===== config.mk =====
export PLATFORM = sky130hd
export DESIGN_NAME = instr_mem_loader
export DESIGN_NICKNAME = d
export VERILOG_FILES = /design/src/rtl/cpu_pkg.sv /design/src/rtl/instr_mem_loader_assembler.sv /design/src/rtl/instr_mem_loader.sv
export SDC_FILE = /design/constraint.sdc
export NUM_CORES = 1
export LEC_CHECK = 0
export ABC_AREA = 1
export CAP_MARGIN = 20
export CORE_UTILIZATION = 35
export CTS_CLUSTER_SIZE = 40
export DETAILED_ROUTE_END_ITERATION = 6
export HOLD_SLACK_MARGIN = 0.02
export PLACE_DENSITY = 0.66
export REMOVE_ABC_BUFFERS = 1
export SLEW_MARGIN = 40
export SYNTH_ARGS = -nofsm -noshare
export SYNTH_HDL_FRONTEND = slang
export SYNTH_HIERARCHICAL = 1
export SYNTH_SLANG_ARGS = --single-unit

===== constraint.sdc =====
create_clock -name i_clk -period 2 [get_ports i_clk]
set_input_delay 0.2 -clock i_clk [delete_from_list [all_inputs] [get_ports i_clk]]
set_output_delay 0.2 -clock i_clk [all_outputs]
set_load 0.02 [all_outputs]

===== src/rtl/cpu_pkg.sv =====
// Shared CPU constants and loader state encoding.
// Used by the instruction memory, the loader and its byte assembler.
package cpu_pkg;

  localparam int NBITS_P     = 8;
  localparam int INST_BITS_P = 32;
  localparam logic [INST_BITS_P-1:0] HALT_WORD_P = 32'hFFFF_FFFF;

  typedef enum logic [1:0] {
    S_IDLE  = 2'd0,
    S_RECV  = 2'd1,
    S_WRITE = 2'd2,
    S_DONE  = 2'd3
  } ld_state_t;

endpackage


===== src/rtl/instr_mem_loader_assembler.sv =====
// Serial byte to 32-bit word assembler, first byte lands in the MSB.
// Flags the fourth byte combinationally so the word is latched that edge.
module byte_to_word_assembler
  import cpu_pkg::*;
#(
  parameter int NBITS     = NBITS_P,
  parameter int INST_BITS = INST_BITS_P
) (
  input  logic                 i_clk,
  input  logic                 i_rst_n,
  input  logic                 i_clear,
  input  logic                 i_en,
  input  logic [NBITS-1:0]     i_byte,
  input  logic                 i_valid,
  output logic [INST_BITS-1:0] o_word,
  output logic                 o_word_valid
);

  logic [INST_BITS-NBITS-1:0] r_shift;
  logic [1:0]                 r_idx;
  logic                       w_take;

  assign w_take       = i_en & i_valid;
  assign o_word       = {r_shift, i_byte};
  assign o_word_valid = w_take & (r_idx == 2'd3);

  // Shift accepted bytes in; index wraps after the fourth byte.
  always_ff @(posedge i_clk or negedge i_rst_n) begin
    if (!i_rst_n) begin
      r_shift <= '0;
      r_idx   <= 2'd0;
    end else if (i_clear) begin
      r_shift <= '0;
      r_idx   <= 2'd0;
    end else if (w_take) begin
      r_shift <= o_word[INST_BITS-NBITS-1:0];
      r_idx   <= r_idx + 2'd1;
    end
  end

endmodule


===== src/rtl/instr_mem_loader.sv =====
// Program loader and instruction-memory port arbiter.
// Writes UART words from address 0 until HALT_WORD or memory full.
module instr_mem_loader
  import cpu_pkg::*;
#(
  parameter int NBITS     = NBITS_P,
  parameter int INST_BITS = INST_BITS_P,
  parameter int CELLS     = 256,
  parameter logic [INST_BITS-1:0] HALT_WORD = HALT_WORD_P
) (
  input  logic                       i_clk,
  input  logic                       i_rst_n,
  input  logic                       i_start,
  input  logic [NBITS-1:0]           i_rx_data,
  input  logic                       i_rx_valid,
  input  logic [INST_BITS-1:0]       i_fetch_addr,
  output logic [INST_BITS-1:0]       o_mem_addr,
  output logic [INST_BITS-1:0]       o_mem_data,
  output logic                       o_mem_wr_en,
  output logic                       o_loading,
  output logic                       o_done,
  output logic                       o_overflow,
  output logic [$clog2(CELLS/4):0]   o_word_count
);

  localparam int WORDS = CELLS / 4;
  localparam int CW    = $clog2(WORDS) + 1;

  ld_state_t            r_state;
  ld_state_t            w_state_nxt;
  logic [CW-1:0]        r_count;
  logic [INST_BITS-1:0] r_mem_data;
  logic                 r_wr_en;
  logic                 r_loading;
  logic                 r_done;
  logic                 r_overflow;
  logic                 w_clear;
  logic                 w_ovf_set;
  logic                 w_asm_en;
  logic [INST_BITS-1:0] w_word;
  logic                 w_word_done;
  logic [INST_BITS-1:0] w_ld_addr;

  assign w_asm_en = (r_state == S_RECV) | (r_state == S_WRITE);

  byte_to_word_assembler #(
    .NBITS     (NBITS),
    .INST_BITS (INST_BITS)
  ) u_asm (
    .i_clk        (i_clk),
    .i_rst_n      (i_rst_n),
    .i_clear      (w_clear),
    .i_en         (w_asm_en),
    .i_byte       (i_rx_data),
    .i_valid      (i_rx_valid),
    .o_word       (w_word),
    .o_word_valid (w_word_done)
  );

  // State register.
  always_ff @(posedge i_clk or negedge i_rst_n) begin
    if (!i_rst_n) r_state <= S_IDLE;
    else          r_state <= w_state_nxt;
  end

  // Next state, session clear and overflow detection.
  always_comb begin
    w_state_nxt = r_state;
    w_clear     = 1'b0;
    w_ovf_set   = 1'b0;
    unique case (r_state)
      S_IDLE, S_DONE: begin
        if (i_start) begin
          w_state_nxt = S_RECV;
          w_clear     = 1'b1;
        end
      end
      S_RECV: begin
        if (w_word_done) w_state_nxt = S_WRITE;
      end
      S_WRITE: begin
        if (r_mem_data == HALT_WORD) begin
          w_state_nxt = S_DONE;
        end else if (r_count == CW'(WORDS - 1)) begin
          w_state_nxt = S_DONE;
          w_ovf_set   = 1'b1;
        end else begin
          w_state_nxt = S_RECV;
        end
      end
      default: w_state_nxt = S_IDLE;
    endcase
  end

  // Registered flags, word counter and write-data latch.
  always_ff @(posedge i_clk or negedge i_rst_n) begin
    if (!i_rst_n) begin
      r_count    <= '0;
      r_mem_data <= '0;
      r_wr_en    <= 1'b0;
      r_loading  <= 1'b0;
      r_done     <= 1'b0;
      r_overflow <= 1'b0;
    end else begin
      r_loading <= (w_state_nxt == S_RECV) | (w_state_nxt == S_WRITE);
      r_wr_en   <= (w_state_nxt == S_WRITE);
      r_done    <= (w_state_nxt == S_DONE);
      if (w_clear) begin
        r_count    <= '0;
        r_overflow <= 1'b0;
      end else begin
        if (r_state == S_WRITE) r_count <= r_count + 1'b1;
        if (w_ovf_set)          r_overflow <= 1'b1;
      end
      if (w_word_done) r_mem_data <= w_word;
    end
  end

  assign w_ld_addr    = {{(INST_BITS-CW-2){1'b0}}, r_count, 2'b00};
  assign o_mem_addr   = r_loading ? w_ld_addr : i_fetch_addr;
  assign o_mem_data   = r_mem_data;
  assign o_mem_wr_en  = r_wr_en;
  assign o_loading    = r_loading;
  assign o_done       = r_done;
  assign o_overflow   = r_overflow;
  assign o_word_count = r_count;

endmodule


==> qor.csv, run 1 <==
stage,metric,value,unit
critical_path,crit_path_max_fanout,13,
run,maxCapViolCount,0,
yosys,synthXorXnorAreaFrac,0,%
yosys,async_flop_share,100.0,%
grt,overflow,0,
critical_path,cp-start-kind,flop,
power_and_ir_drop,power-per-cell-area,1357,nW/um^2
sta,grt_setup_unrepaired,no,
yosys,yosys_most_used_dff,dfrtp_1,
sta,hold_viol,0,
grt,grt_max_degree,32,
sta,drv_slew,0,
grt,grt.total_usage,16.64,%
power_and_ir_drop,swShare,40.07,%
run_status,status,finished clean,
sta,max_freq,527.5,MHz
yosys,synth.area.mux_share,11.61,%
min_path,worstHoldPathType,input port to asynchronous set/reset pin,
yosys,synth_edf_count,0,
cts,h-tree-depth,3,
power_and_ir_drop,seq_power_share,35.1,%
floorplan,die_area,10670,sq um
critical_path,rr_worst_depth,10,
drt,wl_per_cell,13.20,microns
drt,first_pass_iters,4,
power_and_ir_drop,power,6.851,mW
drt,vias,2998,
critical_path,cp.arrival,1.70,ns
cts,clk_path_buf_depth,2,
yosys,synth_seq_area_share,49.49,%
placement,hpwl,6585,microns
yosys,yosysMostFrequentCell,nand2_1,
floorplan,die_h,103.3,microns
placement,placed_cells,646,
layout,fin_cells,663,
cts,cts_tree,built,
yosys,avgSynthCellArea,8.777,sq um
floorplan,die-width,103.3,microns
sta,clock_skew,0.006149,ns
power_and_ir_drop,max-vdd-ir-drop,0.6051,mV
cts,post_cts_buffers,0,
power_and_ir_drop,power_switching,2.745,mW
critical_path,worst_r2r_endpoint,o_loading,
power_and_ir_drop,comb_power_share,48.7,%
yosys,ys_ff_latch,71,
critical_path,path_class,flop to primary output,
drt,drc,0,
layout,area_growth_syn_to_layout,40.64,%
yosys,yosys.area.top_type_share,49.49,%
yosys,netlist_area,3590,sq um
power_and_ir_drop,clkPwrFrac,16.2,%
power_and_ir_drop,p_leak,2.695,nW
drt,wl,8752,microns
drt,via_per_inst,4.522,
critical_path,critPathCaptureType,primary output,
floorplan,core-area,9864,sq um
floorplan,initial_core_util,36.39,%
floorplan,row_count,36,
yosys,synth_warnings,6,
cts,clk_latency,0.34,ns
yosys,ys_top_cells_by_area,"dfrtp_1 (49%), mux2_2 (12%), nand2_1 (9.5%), nor2_1 (7.4%), inv_1 (6.3%)",
grt,first_global_vias,2868,
critical_path,r2r_start,r_state[1],
grt,antenna_found_initial,0,
floorplan,ioPinCount,119,
sta,tightest_slew,0.5344,ns
sta,slew_headroom,64.37,%
sta,period_needed,1.896,ns
grt,grt_pass1_wl,13320,microns
yosys,yosysTopAreaCell,dfrtp_1,
layout,antennaDiodeCount,0,
yosys,synth_cells,409,
drt,ant_nets,0,
cts,cts_num_sinks,71,
cts,clk_pin_slew,0.07,ns
critical_path,cp.required,1.80,ns
sta,finalCritPeriodShare,94.79,%
cts,cts_root_buffer,clkbuf_8,
yosys,synth-compound-area-share,2.196,%
layout,final_core_util,51.18,%
drt,drt-initial-drc-count,88,
placement,place_congestion,0.7815,
yosys,synth_fa_ha_area_share,2.091,%
yosys,ys_types,24,
yosys,synthSimpleGateAreaFrac,22.24,%
cts,numCtsBuffers,9,
critical_path,rrSetupSlack,0.16,ns
sta,finalSetupViolations,0,
power_and_ir_drop,internal-power,4.106,mW
yosys,synth_top_family_by_area,simple AND/OR/NAND/NOR gates,
placement,port_buffers,118,
layout,fin_nets,575,
layout,drive_gt1_share,14.72,%
yosys,synthTopCellsByCount,"nand2_1 (91), dfrtp_1 (71), nor2_1 (71), inv_1 (60), mux2_2 (37)",
-- cell families after synthesis --
logic type,Yosys count
and+or+nand+nor,192
buffers and inverters,89
DFF,71
muxes,37
AOI/OAI and AO/OA,14
adders and majority gates,6
-- layer usage --
| metal | GRT usage (%) | routed length (microns) | up-vias |
|---|---|---|---|
| li1 | - | - | 1465 |
| met1 | 19.62 | 3822 | 1427 |
| met2 | 30.10 | 4246 | 98 |
| met3 | 3.495 | 566 | 8 |
| met4 | 5.634 | 116 | 0 |
| met5 | 0 | 0 | - |
-- stage by stage --
| stage | hold slack (ns) | setup slack (ns) | setup TNS (ns) | cell area (sq um) |
|---|---|---|---|---|
| floorplan | -0.09559 | -1.337 | -41.93 | 3388 |
| global placement | 0.1996 | 0.1959 | 0 | 4828 |
| detailed placement | 0.2134 | 0.1183 | 0 | 4828 |
| CTS | 0.4028 | 0.001212 | 0 | 5006 |
| global route | 0.4518 | 0.005670 | 0 | 5049 |
| finish | 0.3831 | 0.1043 | 0 | 5049 |
-- power by group through the flow --
stage | combinational [mW] | sequential [mW] | clock, mW
final | 3.33 | 2.40 | 1.11
after global routing | 3.66 | 2.49 | 1.22
after CTS | 3.37 | 2.41 | 1.15
after detailed placement | 3.44 | 2.44 | 0
after global placement | 3.36 | 2.42 | 0
after floorplan | 1.48 | 2.74 | 0
-- cell type report --
| type | count | area (sq um) |
|---|---|---|
| repair buffers | 130 | 1281 |
| well taps | 133 | 166.4 |
| clock inverters | 3 | 42.54 |
| clock buffers | 13 | 148.9 |
| multi-input cells | 249 | 1389 |
| flip-flops and latches | 71 | 1778 |
| inverters | 64 | 242.7 |
| fillers | 917 | 4816 |
-- how the worst max path moves through the flow --
stage	start	end	depth (start not counted)
3_5_place_dp	r_state[0]	o_mem_data[23]	7
4_1_cts	o_loading	o_mem_addr[2]	2
2_1_floorplan	r_state[0]	o_loading	11
3_3_place_gp	r_state[0]	o_mem_data[22]	7
6_report	o_loading	o_mem_addr[7]	3
5_1_grt	o_loading	o_mem_addr[7]	3
-- registers in the layout, indices dropped and copies added, names as in the netlist --
signal and flops:
o_done 1, o_loading 1, o_mem_data 32, o_mem_wr_en 1, o_overflow 1, o_word_count 7
r_state 2, u_asm/r_idx 2, u_asm/r_shift 24
-- repair_timing --
item | in CTS | in global routing
gates resized for setup | 21 | 12
cloned | 0 | 0
hold endpoints to repair | 20 | 0
endpoints found under the setup margin | 31 | 43
hold buffers | 1 | 0
-- cell usage in the layout (no fill, tap or decap), types with 2 or more instances in the layout --
cell type         n
clkbuf_1          3
nand2_2           3
clkdlybuf4s50_1  87
inv_2             3
inv_1            60
a21oi_1           7
buf_4            10
a211oi_1          2
o21ai_0           2
nor2_4            4
dlygate4sd2_1    20
nor2_1           70
clkbuf_8         10
mux2_2           37
ha_1              5
nand2_1          91
dfrtp_1          70
dlymetal6s2s_1   10
nand2_4           2
nand3_1          20
-- critical path, stage by stage (launching register included) --
cell	delay, ns
dfrtp_2	0.52
nor2_1	0.08
a21oi_1	0.13
clkdlybuf4s50_1	0.62
Note: power is estimated with default switching activity, not from simulation.
==> run 2: changes to the inputs <==
--- a/config.mk
+++ b/config.mk
@@ -11,7 +11,7 @@
 export CTS_CLUSTER_SIZE = 40
 export DETAILED_ROUTE_END_ITERATION = 6
 export HOLD_SLACK_MARGIN = 0.02
-export PLACE_DENSITY = 0.66
+export PLACE_DENSITY_LB_ADDON = 0.3
 export REMOVE_ABC_BUFFERS = 1
 export SLEW_MARGIN = 40
 export SYNTH_ARGS = -nofsm -noshare
==> qor.csv, run 2 (synthesized netlist as in run 1, its figures left out) <==
stage,metric,value,unit,change
run_status,status,finished clean,,unchanged
floorplan,row_count,36,,unchanged
drt,drt-initial-drc-count,131,,was 88
cts,clk_pin_slew,0.08,ns,was 0.07 ns
power_and_ir_drop,power,6.824,mW,was 6.851 mW
drt,wl_met1,3598,microns,was 3822 microns
drt,route.met2.wl,4237,microns,was 4246 microns
critical_path,r2r_start,r_state[1],,unchanged
layout,fin_nets,572,,was 575
grt,antenna_found_initial,0,,unchanged
power_and_ir_drop,p_leak,2.532,nW,was 2.695 nW
floorplan,initial_core_util,36.39,%,unchanged
sta,setup_slack,0.1522,ns,was 0.1043 ns
sta,tns,0,ns,unchanged
layout,drive_gt1_share,14.45,%,was 14.72%
floorplan,die_area,10670,sq um,unchanged
floorplan,ioPinCount,119,,unchanged
critical_path,crit_path_max_fanout,35,,was 13
grt,grt_max_degree,72,,was 32
layout,final_common_cell,clkdlybuf4s50_1,,was nand2_1
drt,first_pass_iters,4,,unchanged
sta,finalSetupViolations,0,,unchanged
sta,tightest_slew,0.3811,ns,was 0.5344 ns
critical_path,path_class,flop to primary output,,unchanged
critical_path,path_cells,"buf_12, nor2_1, clkdlybuf4s50_1",,"was nor2_1, a21oi_1, clkdlybuf4s50_1"
critical_path,max_stage_delay,0.61,ns,was 0.62 ns
layout,largest_reg_flops,32,,unchanged
placement,placed_area,4831,sq um,was 4828 sq um
critical_path,crit_slowest_cell,clkdlybuf4s50_1,,unchanged
layout,fin_cells,659,,was 663
drt,wl,8530,microns,was 8752 microns
grt,overflow,0,,unchanged
critical_path,critPathCaptureType,primary output,,unchanged
sta,max_freq,541.2,MHz,was 527.5 MHz
placement,placed_cells,643,,was 646
drt,ant_nets,0,,unchanged
power_and_ir_drop,power-per-cell-area,1355,nW/um^2,was 1357 nW/um^2
cts,cts_num_sinks,71,,unchanged
min_path,worstHoldPathType,input port to asynchronous set/reset pin,,unchanged
floorplan,core-area,9864,sq um,unchanged
sta,drv_slew,0,,unchanged
drt,drc,0,,unchanged
drt,highest_layer,met4,,unchanged
sta,slew_headroom,74.60,%,was 64.37%
critical_path,cp.required,1.80,ns,about the same
sta,grt_setup_unrepaired,no,,unchanged
sta,hold_viol,0,,unchanged
sta,clock_skew,0.007475,ns,was 0.006149 ns
cts,clk_latency,0.35,ns,was 0.34 ns
layout,final_cell_mix,"clkdlybuf4s50_1 (109), nand2_1 (91), dfrtp_1 (71)",,"was nand2_1 (91), clkdlybuf4s50_1 (87), nor2_1 (70), dfrtp_1 (70), inv_1 (60)"
grt,grt_pass1_wl,13630,microns,was 13320 microns
grt,first_global_vias,2919,,was 2868
cts,h-tree-depth,3,,unchanged
layout,antennaDiodeCount,0,,unchanged
cts,clk_path_buf_depth,2,,unchanged
layout,design_area,5036,sq um,was 5049 sq um
critical_path,rrSetupSlack,0.18,ns,was 0.16 ns
cts,numCtsBuffers,9,,unchanged
floorplan,die_h,103.3,microns,unchanged
critical_path,cp.arrival,1.65,ns,was 1.70 ns
cts,cts_root_buffer,clkbuf_8,,unchanged
grt,grt.total_usage,16.89,%,was 16.64%
layout,final_core_util,51.05,%,was 51.18%
placement,place_congestion,0.7656,,was 0.7815
critical_path,cp-start-kind,flop,,unchanged
drt,wl_met3,597,microns,was 566 microns
layout,area_growth_syn_to_layout,40.29,%,was 40.64%
placement,place_ws,0.08933,ns,was 0.1183 ns
cts,cts_tree,built,,unchanged
power_and_ir_drop,max-vdd-ir-drop,0.6409,mV,was 0.6051 mV
run,maxCapViolCount,0,,unchanged
drt,via_per_inst,4.501,,was 4.522
drt,vias,2966,,was 2998
drt,wl_per_cell,12.94,microns,was 13.20 microns
sta,period_needed,1.848,ns,was 1.896 ns
placement,hpwl,6073,microns,was 6585 microns
critical_path,crit_start,o_loading,,unchanged
sta,holdWs,0.4120,ns,was 0.3831 ns
floorplan,die-width,103.3,microns,unchanged
placement,port_buffers,118,,unchanged
sta,finalCritPeriodShare,92.39,%,was 94.79%
run 2: changes by cell type in the layout (fill, tap and decap cells not counted), moves of 2 or more:
| cell | change |
|---|---|
| clkbuf_1 | -3 |
| dlymetal6s2s_1 | -7 |
| buf_12 | +2 |
| dlygate4sd2_1 | -15 |
| buf_4 | -6 |
| clkinv_4 | +2 |
| clkdlybuf4s50_1 | +22 |
run 2: report_power, final:
group	leakage (nW)	switching, mW	internal [mW]
combinational	1.51	1.84	1.60
sequential	0.933	0.395	1.98
clock	0.0881	0.533	0.476
run 2: metal layers:
layer	vias up	global-route usage (%)
met5	-	0
met4	0	4.334
met3	11	5.309
met2	108	30.21
met1	1387	19.62
li1	1460	-
run 2: worst paths after layout:
path	endpoint	cells after the start
worst max-delay path	o_mem_addr[1]	3
worst min-delay path	o_word_count[3]	3
worst max register to register	o_loading	10
worst min register to register	o_mem_data[16]	1
max in group asynchronous	u_asm/r_shift[3]	3
min in group i_clk	u_asm/r_shift[5]	5
run 2: worst max-delay path: cells and delay by family (launching register included):
kind / cells / cell delay (ns)
AND/OR/NAND/NOR: 1 / 0.12
flip-flops: 1 / 0.40
buffers and inverters: 2 / 0.78
run 2: layout make-up:
class | instances | area, sq um
fill | 890 | 4828
tap | 133 | 166.4
multi-input combinational | 249 | 1389
clock inverter | 5 | 35.03
timing repair buffer | 127 | 1289
clock buffer | 10 | 137.6
inverter | 64 | 242.7
sequential | 71 | 1777
run 2: what timing repair did:
item | CTS | global route
endpoints found under the hold margin | 71 | 0
setup buffers | 0 | 0
setup endpoints to repair | 5 | 24
cloned | 0 | 0
hold buffers | 1 | 0
pin swaps | 0 | 0
resized for setup | 5 | 6
==> run 3: changes to the inputs <==
--- a/config.mk
+++ b/config.mk
@@ -12,7 +12,6 @@
 export DETAILED_ROUTE_END_ITERATION = 6
 export HOLD_SLACK_MARGIN = 0.02
 export PLACE_DENSITY_LB_ADDON = 0.3
-export REMOVE_ABC_BUFFERS = 1
 export SLEW_MARGIN = 40
 export SYNTH_ARGS = -nofsm -noshare
 export SYNTH_HDL_FRONTEND = slang
==> qor.csv, run 3 (synthesized netlist as in run 1, its figures left out) <==
stage,metric,value,unit,change
run_status,status,finished clean,,unchanged
power_and_ir_drop,max-vdd-ir-drop,0.6801,mV,was 0.6409 mV
sta,grt_setup_unrepaired,no,,unchanged
critical_path,r2r_start,r_state[0],,was r_state[1]
drt,vias,2941,,was 2966
sta,slew_headroom,65.64,%,was 74.60%
layout,fin_nets,570,,was 572
layout,n_fill_cell,917,,was 890
sta,tns,0,ns,unchanged
sta,max_freq,518.4,MHz,was 541.2 MHz
sta,period_needed,1.929,ns,was 1.848 ns
floorplan,row_count,36,,unchanged
critical_path,crit_path_max_fanout,11,,was 35
critical_path,critPathCaptureType,primary output,,unchanged
cts,clk_path_buf_depth,2,,unchanged
layout,drive_gt1_share,14.31,%,was 14.45%
placement,place_congestion,0.7992,,was 0.7656
cts,clk_latency,0.34,ns,was 0.35 ns
layout,multiInputGateArea,1384,sq um,was 1389 sq um
floorplan,die-width,103.3,microns,unchanged
cts,post_cts_buffers,0,,unchanged
cts,clk_pin_slew,0.08,ns,about the same
sta,drv_slew,0,,unchanged
cts,cts_root_buffer,clkbuf_8,,unchanged
grt,overflow,0,,unchanged
layout,final_cell_mix,"nand2_1 (91), clkdlybuf4s50_1 (91), nor2_1 (70), dfrtp_1 (70), inv_1 (59)",,"was clkdlybuf4s50_1 (109), nand2_1 (91), dfrtp_1 (71)"
floorplan,ioPinCount,119,,unchanged
grt,grt.total_usage,16.58,%,was 16.89%
floorplan,die_area,10670,sq um,unchanged
placement,hpwl,6201,microns,was 6073 microns
grt,first_global_vias,2899,,was 2919
grt,grt_pass1_wl,13480,microns,was 13630 microns
drt,drc,0,,unchanged
cts,numCtsBuffers,9,,unchanged
drt,first_pass_iters,4,,unchanged
critical_path,cp-start-kind,flop,,unchanged
grt,grt_max_degree,52,,was 72
power_and_ir_drop,power-per-cell-area,1365,nW/um^2,was 1355 nW/um^2
critical_path,rrSetupSlack,0.20,ns,was 0.18 ns
critical_path,cp.required,1.80,ns,about the same
drt,via_per_inst,4.476,,was 4.501
drt,wl_per_cell,12.93,microns,was 12.94 microns
sta,finalSetupViolations,0,,unchanged
floorplan,core-area,9864,sq um,unchanged
critical_path,worst_r2r_endpoint,o_loading,,unchanged
sta,holdWs,0.3683,ns,was 0.4120 ns
drt,ant_nets,0,,unchanged
cts,cts_num_sinks,71,,unchanged
layout,largest_reg_flops,32,,unchanged
placement,port_buffers,118,,unchanged
layout,layout.area.seq,1778,sq um,was 1777 sq um
grt,antenna_found_initial,0,,unchanged
floorplan,initial_core_util,36.39,%,unchanged
floorplan,die_h,103.3,microns,unchanged
drt,drt-initial-drc-count,100,,was 131
sta,clock_skew,0.01015,ns,was 0.007475 ns
sta,finalCritPeriodShare,96.45,%,was 92.39%
sta,hold_viol,0,,unchanged
cts,cts_tree,built,,unchanged
critical_path,rr_worst_depth,11,,was 10
power_and_ir_drop,p_leak,2.752,nW,was 2.532 nW
min_path,worstHoldPathType,input port to asynchronous set/reset pin,,unchanged
sta,tightest_slew,0.5155,ns,was 0.3811 ns
run,maxCapViolCount,0,,unchanged
cts,h-tree-depth,3,,unchanged
layout,antennaDiodeCount,0,,unchanged
critical_path,path_class,flop to primary output,,unchanged
layout,area_growth_syn_to_layout,40.95,%,was 40.29%
yosys,syn-num-nets,459,,
critical_path,cp.arrival,1.73,ns,was 1.65 ns
drt,wl,8493,microns,was 8530 microns
## run 3: layer usage
metal	vias up	routed length, microns	global-route usage (%)
met5	-	0	0
met4	0	145	7.476
met3	11	590	3.495
met2	91	4181	28.41
met1	1378	3576	20.16
li1	1461	-	-
## run 3: per-stage QoR
| step | instance area (sq um) | power [mW] | utilization (%) | cells | worst slack (ns) |
|---|---|---|---|---|---|
| 4_1_cts | 5015 | 7.007 | 50.84 | 657 | 0.0008232 |
| 5_1_grt | 5060 | 7.424 | 51.29 | 657 | 0.01056 |
| 3_5_place_dp | 4816 | 5.873 | 48.82 | 641 | 0.1995 |
| 2_1_floorplan | 3608 | 4.450 | - | 409 | -0.03728 |
| 3_3_place_gp | 4816 | 5.805 | 48.82 | 641 | 0.2291 |
| 6_report | 5060 | 6.908 | 51.29 | 657 | 0.07105 |
## run 3: how the worst max path moves through the flow
stage,start,end,slack [ns],cells after the start
floorplan,r_state[1],o_loading,-0.04,13
global placement,r_state[0],o_loading,0.23,11
detailed placement,r_state[0],o_loading,0.20,11
CTS,o_loading,o_mem_addr[22],0.0008,3
global route,o_loading,o_mem_addr[2],0.01,2
finish,o_loading,o_mem_addr[2],0.07,2
## run 3: critical path, stage by stage, from the launching register on
cell             delay, ns
dfrtp_2               0.49
mux2_2                0.36
clkdlybuf4s50_1       0.55
## run 3: repair_timing
item | CTS | global route
resized for setup | 9 | 18
pin swaps | 0 | 0
setup endpoints to repair | 31 | 18
endpoints found under the hold margin | 20 | 0
hold buffers | 1 | 0
## run 3: area by class of cell
| type | count | share of cell area, % |
|---|---|---|
| well taps | 133 | 3.289 |
| clock inverters | 3 | 0.8408 |
| inverters | 64 | 4.797 |
| clock buffers | 12 | 3.066 |
| flip-flops and latches | 71 | 35.14 |
| repair buffers | 125 | 25.52 |
| multi-input cells | 249 | 27.35 |
## run 3: where the power goes
part	internal, mW	leakage, nW	total, mW	switching [mW]
registers	1.98	0.932	2.44	0.455
logic	1.54	1.72	3.34	1.80
clock network	0.636	0.0985	1.13	0.496
total	4.16	2.75	6.91	2.75
